==> src/rtl/bcd_seq_addsub.sv <==
// Sequential packed-BCD adder/subtractor: one digit per clock, LSD first.
// Subtraction uses nine's complement of B with an initial carry of 1.
module bcd_seq_addsub #(
  parameter int unsigned DIGITS = 4
) (
  input  logic                  clk,
  input  logic                  rst,
  input  logic                  in_valid,
  output logic                  in_ready,
  input  logic [4*DIGITS-1:0]   a,
  input  logic [4*DIGITS-1:0]   b,
  input  logic                  op_sub,
  output logic                  out_valid,
  input  logic                  out_ready,
  output logic [4*DIGITS-1:0]   sum,
  output logic                  cout,
  output logic                  err
);

  localparam int unsigned W  = 4 * DIGITS;
  localparam int unsigned IW = $clog2(DIGITS) + 1;

  typedef enum logic [1:0] {IDLE, RUN, DONE} state_t;

  state_t          state, state_nxt;
  logic [W-1:0]    a_r, b_r, sum_r;
  logic            sub_r, carry, cout_r, err_r;
  logic [IW-1:0]   idx;

  logic [3:0]      a_dig, b_dig, bd, dig;
  logic [4:0]      s, s_adj;
  logic            carry_nxt, bad, last;

  assign in_ready  = (state == IDLE);
  assign out_valid = (state == DONE);
  assign sum       = sum_r;
  assign cout      = cout_r;
  assign err       = err_r;

  // Digit select, invalid-digit detect and single-digit BCD add
  always_comb begin
    a_dig = '0;
    b_dig = '0;
    bad   = 1'b0;
    for (int unsigned i = 0; i < DIGITS; i++) begin
      if (idx == IW'(i)) begin
        a_dig = a_r[4*i +: 4];
        b_dig = b_r[4*i +: 4];
      end
      if (a_r[4*i +: 4] > 4'd9 || b_r[4*i +: 4] > 4'd9)
        bad = 1'b1;
    end
    bd    = sub_r ? (4'd9 - b_dig) : b_dig;
    s     = {1'b0, a_dig} + {1'b0, bd} + {4'b0000, carry};
    s_adj = s + 5'd6;
    if (s > 5'd9) begin
      dig       = s_adj[3:0];
      carry_nxt = 1'b1;
    end else begin
      dig       = s[3:0];
      carry_nxt = 1'b0;
    end
    last = (idx == IW'(DIGITS - 1));
  end

  // State register
  always_ff @(posedge clk) begin
    if (rst) state <= IDLE;
    else     state <= state_nxt;
  end

  // Next-state logic
  always_comb begin
    state_nxt = state;
    case (state)
      IDLE:    if (in_valid)  state_nxt = RUN;
      RUN:     if (last)      state_nxt = DONE;
      DONE:    if (out_ready) state_nxt = IDLE;
      default:                state_nxt = IDLE;
    endcase
  end

  // Operand latch, per-digit result write and final flags
  always_ff @(posedge clk) begin
    if (rst) begin
      a_r    <= '0;
      b_r    <= '0;
      sub_r  <= 1'b0;
      sum_r  <= '0;
      carry  <= 1'b0;
      cout_r <= 1'b0;
      err_r  <= 1'b0;
      idx    <= '0;
    end else begin
      case (state)
        IDLE: begin
          if (in_valid) begin
            a_r    <= a;
            b_r    <= b;
            sub_r  <= op_sub;
            idx    <= '0;
            carry  <= op_sub;
            cout_r <= 1'b0;
            err_r  <= 1'b0;
          end
        end
        RUN: begin
          for (int unsigned i = 0; i < DIGITS; i++) begin
            if (idx == IW'(i))
              sum_r[4*i +: 4] <= dig;
          end
          idx   <= idx + IW'(1);
          carry <= carry_nxt;
          // Final digit: an invalid operand overrides the digit just written
          if (last) begin
            if (bad) begin
              sum_r  <= '0;
              cout_r <= 1'b0;
              err_r  <= 1'b1;
            end else begin
              cout_r <= carry_nxt;
              err_r  <= 1'b0;
            end
          end
        end
        default: ;
      endcase
    end
  end

endmodule

==> config.mk <==
export PLATFORM = sky130hd
export DESIGN_NAME = bcd_seq_addsub
export DESIGN_NICKNAME = d
export VERILOG_FILES = /design/src/rtl/bcd_seq_addsub.sv
export SDC_FILE = /design/constraint.sdc
export NUM_CORES = 1
export LEC_CHECK = 0
export BUFFER_PORTS_ARGS = -buffer_cell sky130_fd_sc_hd__buf_2
export CAP_MARGIN = 40
export CORE_MARGIN = 3
export CORE_UTILIZATION = 51
export CTS_BUF_LIST = sky130_fd_sc_hd__clkbuf_2 sky130_fd_sc_hd__clkbuf_4 sky130_fd_sc_hd__clkbuf_8
export CTS_CLUSTER_SIZE = 16
export DETAILED_ROUTE_END_ITERATION = 10
export GPL_TIMING_DRIVEN = 1
export PLACE_DENSITY = 0.78
export SETUP_SLACK_MARGIN = 0.4
export SYNTH_ARGS = -nofsm -noshare
export SYNTH_HDL_FRONTEND = slang
export SYNTH_SLANG_ARGS = --single-unit
==> constraint.sdc <==
create_clock -name clk -period 3.7 [get_ports clk]
set_input_delay 0.37 -clock clk [delete_from_list [all_inputs] [get_ports clk]]
set_output_delay 0.37 -clock clk [all_outputs]
set_load 0.05 [all_outputs]
* Word level (Yosys, flattened, before mapping)
Index checks and enable logic that the tools add are counted.
Storage, ports and cells: register bits after elaboration 57, input port bits 37, output and inout bits 20, logic and storage cells 78
Operators by class: add/subtract/negate cells 5, order comparisons 9, eq/ne operators 8, muxes and demuxes 36, reductions and logical operators 11
Operators with widths (count):
- 4-bit two-way mux | 14
- 4-bit > comparator, second input constant | 8
- 16-bit two-way mux | 2
- 1-bit two-way mux | 11
- 3-bit by 2-bit == test with 1-bit output, second input constant | 2
- 2-bit two-way mux | 3
- 1-bit one-hot mux with 2 select lines | 3
- 2-bit one-hot mux with 3 select lines | 1
- 3-bit one-hot mux with 2 select lines | 1
- 3-bit AND reduction | 2
- 4-bit by 4-bit adder with 5-bit output | 1
- 5-bit by 1-bit adder with 5-bit output | 1
- 5-bit by 4-bit > comparator with 1-bit output, second input constant | 1
- 4-bit by 3-bit adder with 4-bit output, second input constant | 1
- 1-bit logical OR | 4
- 2-bit != test, second input constant | 2
- 2-bit AND reduction | 2
- 4-bit subtractor, first input constant | 1
- 3-bit by 1-bit adder with 3-bit output, second input constant | 1
- 3-bit by 1-bit == test with 1-bit output, second input constant | 1
- 3-bit zero test | 1
- 3-bit two-way mux | 1
- 2-bit by 1-bit == test with 1-bit output, second input constant | 1
- 2-bit == test, second input constant | 1
- 3 further kinds | 3

* Logic depth before layout (Yosys ltp)
depth after elaboration 14, mapped depth 18

* Worst setup path after synthesis
No wires, ideal clock.
path type register to register, start point register idx[1], end point register sum_r[10], in the netlist sum[10], arrival 3.566 ns, required time 3.613 ns, setup slack 0.047 ns, cell stages (with the launch flop) 18, cell sequence dfxtp_1 -> inv_1 -> ha_1 -> clkbuf_1 -> clkbuf_1 -> a21oi_1 -> o21ai_0 -> a22oi_1 -> ha_1 -> inv_1 -> mux2i_1 -> ha_1 -> xnor2_1 -> ha_1 -> a22o_1 -> o31ai_4 -> mux2_2 -> o31ai_1
Between the ends: longest elaborated chain between the ends 14, elaborated cells between the ends (all ways) 22, those cells by class 4 x add/sub; 1 x order compare; 3 x eq/ne; 13 x mux; 1 x reduce/logical
RTL lines:
- start, declared | line 28 | logic [IW-1:0] idx;
- start signal, assigned | line 112 | idx <= idx + IW'(1);
- 3-bit zero test | line 46 | if (idx == IW'(i)) begin
- 4-bit two-way mux (4 in series) | line 46
- 4-bit subtractor | line 53 | bd = sub_r ? (4'd9 - b_dig) : b_dig;
- 4-bit two-way mux | line 53
- 4-bit by 4-bit adder with 5-bit output | line 54 | s = {1'b0, a_dig} + {1'b0, bd} + {4'b0000, carry};
- 5-bit by 1-bit adder with 5-bit output | line 54
- 4-bit by 3-bit adder with 4-bit output / 5-bit by 4-bit > comparator with 1-bit output (equally long branches) | line 55, 56
- 4-bit two-way mux | line 56 | if (s > 5'd9) begin
- 4-bit two-way mux | line 109 | if (idx == IW'(i))
- 16-bit two-way mux | line 116 | if (bad) begin
- 16-bit two-way mux (*) | line 115 | if (last) begin
- end signal, assigned by index | line 110 | sum_r[4*i +: 4] <= dig;
- end, declared | line 26 | logic [W-1:0] a_r, b_r, sum_r;
Every way passes the cells marked *; elsewhere a longest branch is shown, timed or not. A chain may end at the register's enable or synchronous reset.

* Final worst setup path
start point register idx[0], end point register sum_r[6], in the netlist sum[6]
The elaborated chain is that of the path after synthesis.

==> reports/results.ini <==
[run_status]
status = finished clean

[detailed_routing]
firstDrtPassIters = 5
drt_drc_violations_left = 0
dr.first_iter.drc_count = 129
vias_per_cell = 5.536
wl_per_cell_um = 14.58
ant_nets = 0
wirelength_um = 7158
vias = 2718

[sta]
rsz0062_at_grt = true
holdWs_ns = 0.2664
layout_min_cycle_time_ns = 3.597
finalSetupTns_ns = 0
tightest_slew_ns = 0.8817
layout_setup_ws_ns = 0.1035
finalClockSkew_ns = 0.009832
fmax_mhz = 278.0
finalMaxSlewViolations = 0
slew_headroom = 0.4122
setup_viol = 0
hold_violations = 0
period_share = 0.9720

[place]
gp_congestion = 0.8622
dp.cells = 458
numPortBuffers = 56
hpwl_um = 4628
dp_slack_ns = -0.06659

[critical_path]
start_kind = flop
crit_type = flop to flop
critPathLaunch = idx[0]$_SDFFE_PP0P_
cp_max_fo = 8
worst_setup_path_end_kind = flop
endpoint = sum[6]$_SDFFE_PP0P_
r2r-start = idx[0]$_SDFFE_PP0P_
crit_required_ns = 3.95
rr_endpoint = sum[6]$_SDFFE_PP0P_
rrSetupSlack_ns = 0.10
ff2ff_path_depth = 15
arrival_ns = 3.85

[logic_synthesis]
ys_seq_area_frac = 0.4191
synthArstFlopShare = 0
yosys_most_used_dff = dfxtp_1
syn_area_per_cell_sq_um = 7.824
synth-seq-cells = 57
synth_cell_types = 43
synthCells = 348
synth_area_sq_um = 2723
yosys_warnings = 0
synth_edf_count = 0
synth_nets = 397

[hold_path]
min-delay-start = a[11]
hp-class = primary input to flop

[cts]
clkSinkCount = 57
clkSlewWorstSetupHoldPaths_ns = 0.07
cts_tree = built
h-tree-depth = 3
root_buffer = clkbuf_8
cts_hold_buf = 0
clk_path_buf_depth = 2
insertion_delay_ns = 0.34
cts_buffers = 9

[finish]
multi_input_area_sq_um = 1627
insertedDiodeCount = 0
final_cell_mix = nand2_1 (86), buf_2 (57), dfxtp_1 (55)
postLayoutCoreUtil = 0.7299
layout-drive-gt1-share = 0.3113
areaGrowthSynthToFinish_pct = 32.49
fillers = 380
final_common_cell = nand2_1
nets = 469
seq_area_sq_um = 1149
finalNonFillerCells = 491

[floorplanning]
dieArea_sq_um = 6251
fp.dieH_um = 79.07
die_w_um = 79.07
io_pins = 57
initial_utilization = 0.5509
core_sq_um = 4942
num_rows = 25

[global_route]
grt.overflow.total = 0
grt_max_degree = 53
grt.total_usage = 0.2349
antenna_found_initial = 0
grt_pass1_vias = 2564
grt_pass1_wl_um = 11630

[job]
drv_cap = 0

[power_and_ir_drop]
irDropWorstVdd_mv = 0.2796
cellPowerDensity_nw_per_um2 = 480.4
p_leak_nw = 1.512

layer usage:
layer | GRT usage | share of wire | vias up
li1 | - | - | 1344
met5 | 0 | 0 | -
met1 | 0.2870 | 0.42 | 1248
met3 | 0.04082 | 0.049 | 29
met2 | 0.3948 | 0.50 | 97
met4 | 0.1220 | 0.037 | 0
through the flow:
step | area (sq um) | power, mW
after floorplan | 2773 | 0.9153
after global placement | 3088 | 0.9838
after detailed placement | 3103 | 0.9944
after CTS | 3497 | 1.664
after global routing | 3607 | 1.809
final | 3607 | 1.733
registers in the layout, summed over array words and instances, names as in the netlist:
signal,flops
carry,1
cout,1
err,1
sub_r,1
sum,16
state,2
b_r,16
a_r,16
idx,3
power breakdown:
group	total [mW]	internal [mW]	leakage [nW]	switching (mW)
Sequential	0.672	0.647	0.467	0.0251
Clock	0.616	0.380	0.112	0.236
Combinational	0.446	0.203	0.933	0.243
final cells by class:
cell class                      count  share of cell area
Inverter                            9             0.01075
Multi-Input combinational cell    261              0.4509
Tap cell                           67             0.02324
Clock buffer                       13             0.04960
Sequential cell                    57              0.3184
Timing Repair Buffer               82              0.1374
Clock inverter                      2            0.009712
cell usage after synthesis, drive strengths merged, types with 4 or more instances:
cell / instances / area (sq um)
o31ai: 8 / 73.82
nand3: 10 / 50.05
and3b: 4 / 35.03
clkbuf: 19 / 71.32
a21oi: 51 / 255.2
a22oi: 5 / 37.54
a22o: 5 / 43.79
ha: 10 / 125.1
dfxtp: 57 / 1141
inv: 9 / 33.78
nand2b: 4 / 25.02
nand2: 89 / 334.1
nor2: 17 / 63.81
nand3b: 5 / 37.54
o21ai: 19 / 95.09
cell families after synthesis:
kind of cell    share of synthesized area
fa+ha+maj                         0.06066
simple gates                       0.2307
xor+xnor                          0.01287
mux                              0.007812
flops                              0.4191
buf+inv                           0.04182
compound gates                     0.2270
repair_timing:
action                     4_1_cts  5_1_grt
resized for setup               19       17
buffers inserted                12        5
gates cloned                     1        0
setup endpoints to repair       14       14
pin swaps                       12       11
worst min-delay path by stage:
stage | endpoint | depth (start not counted)
after CTS | b_r[12]$_SDFFE_PP0P_ | 3
after floorplan | b_r[0]$_SDFFE_PP0P_ | 2
after global placement | a_r[0]$_SDFFE_PP0P_ | 2
after global routing | b_r[4]$_SDFFE_PP0P_ | 3
after detailed placement | a_r[0]$_SDFFE_PP0P_ | 2
final | a_r[11]$_SDFFE_PP0P_ | 3
worst max-delay path: stages (launching register included):
cell	delay, ns
dfxtp_4	0.37
ha_1	0.21
ha_2	0.23
nor2_2	0.16
buf_6	0.16
a22oi_1	0.08
ha_1	0.29
inv_1	0.04
mux2i_1	0.17
ha_1	0.31
xnor2_2	0.20
ha_4	0.19
a22o_4	0.25
o31ai_4	0.28
mux2_4	0.38
o31ai_4	0.20
No activity file was read; power rests on OpenSTA's default activity.
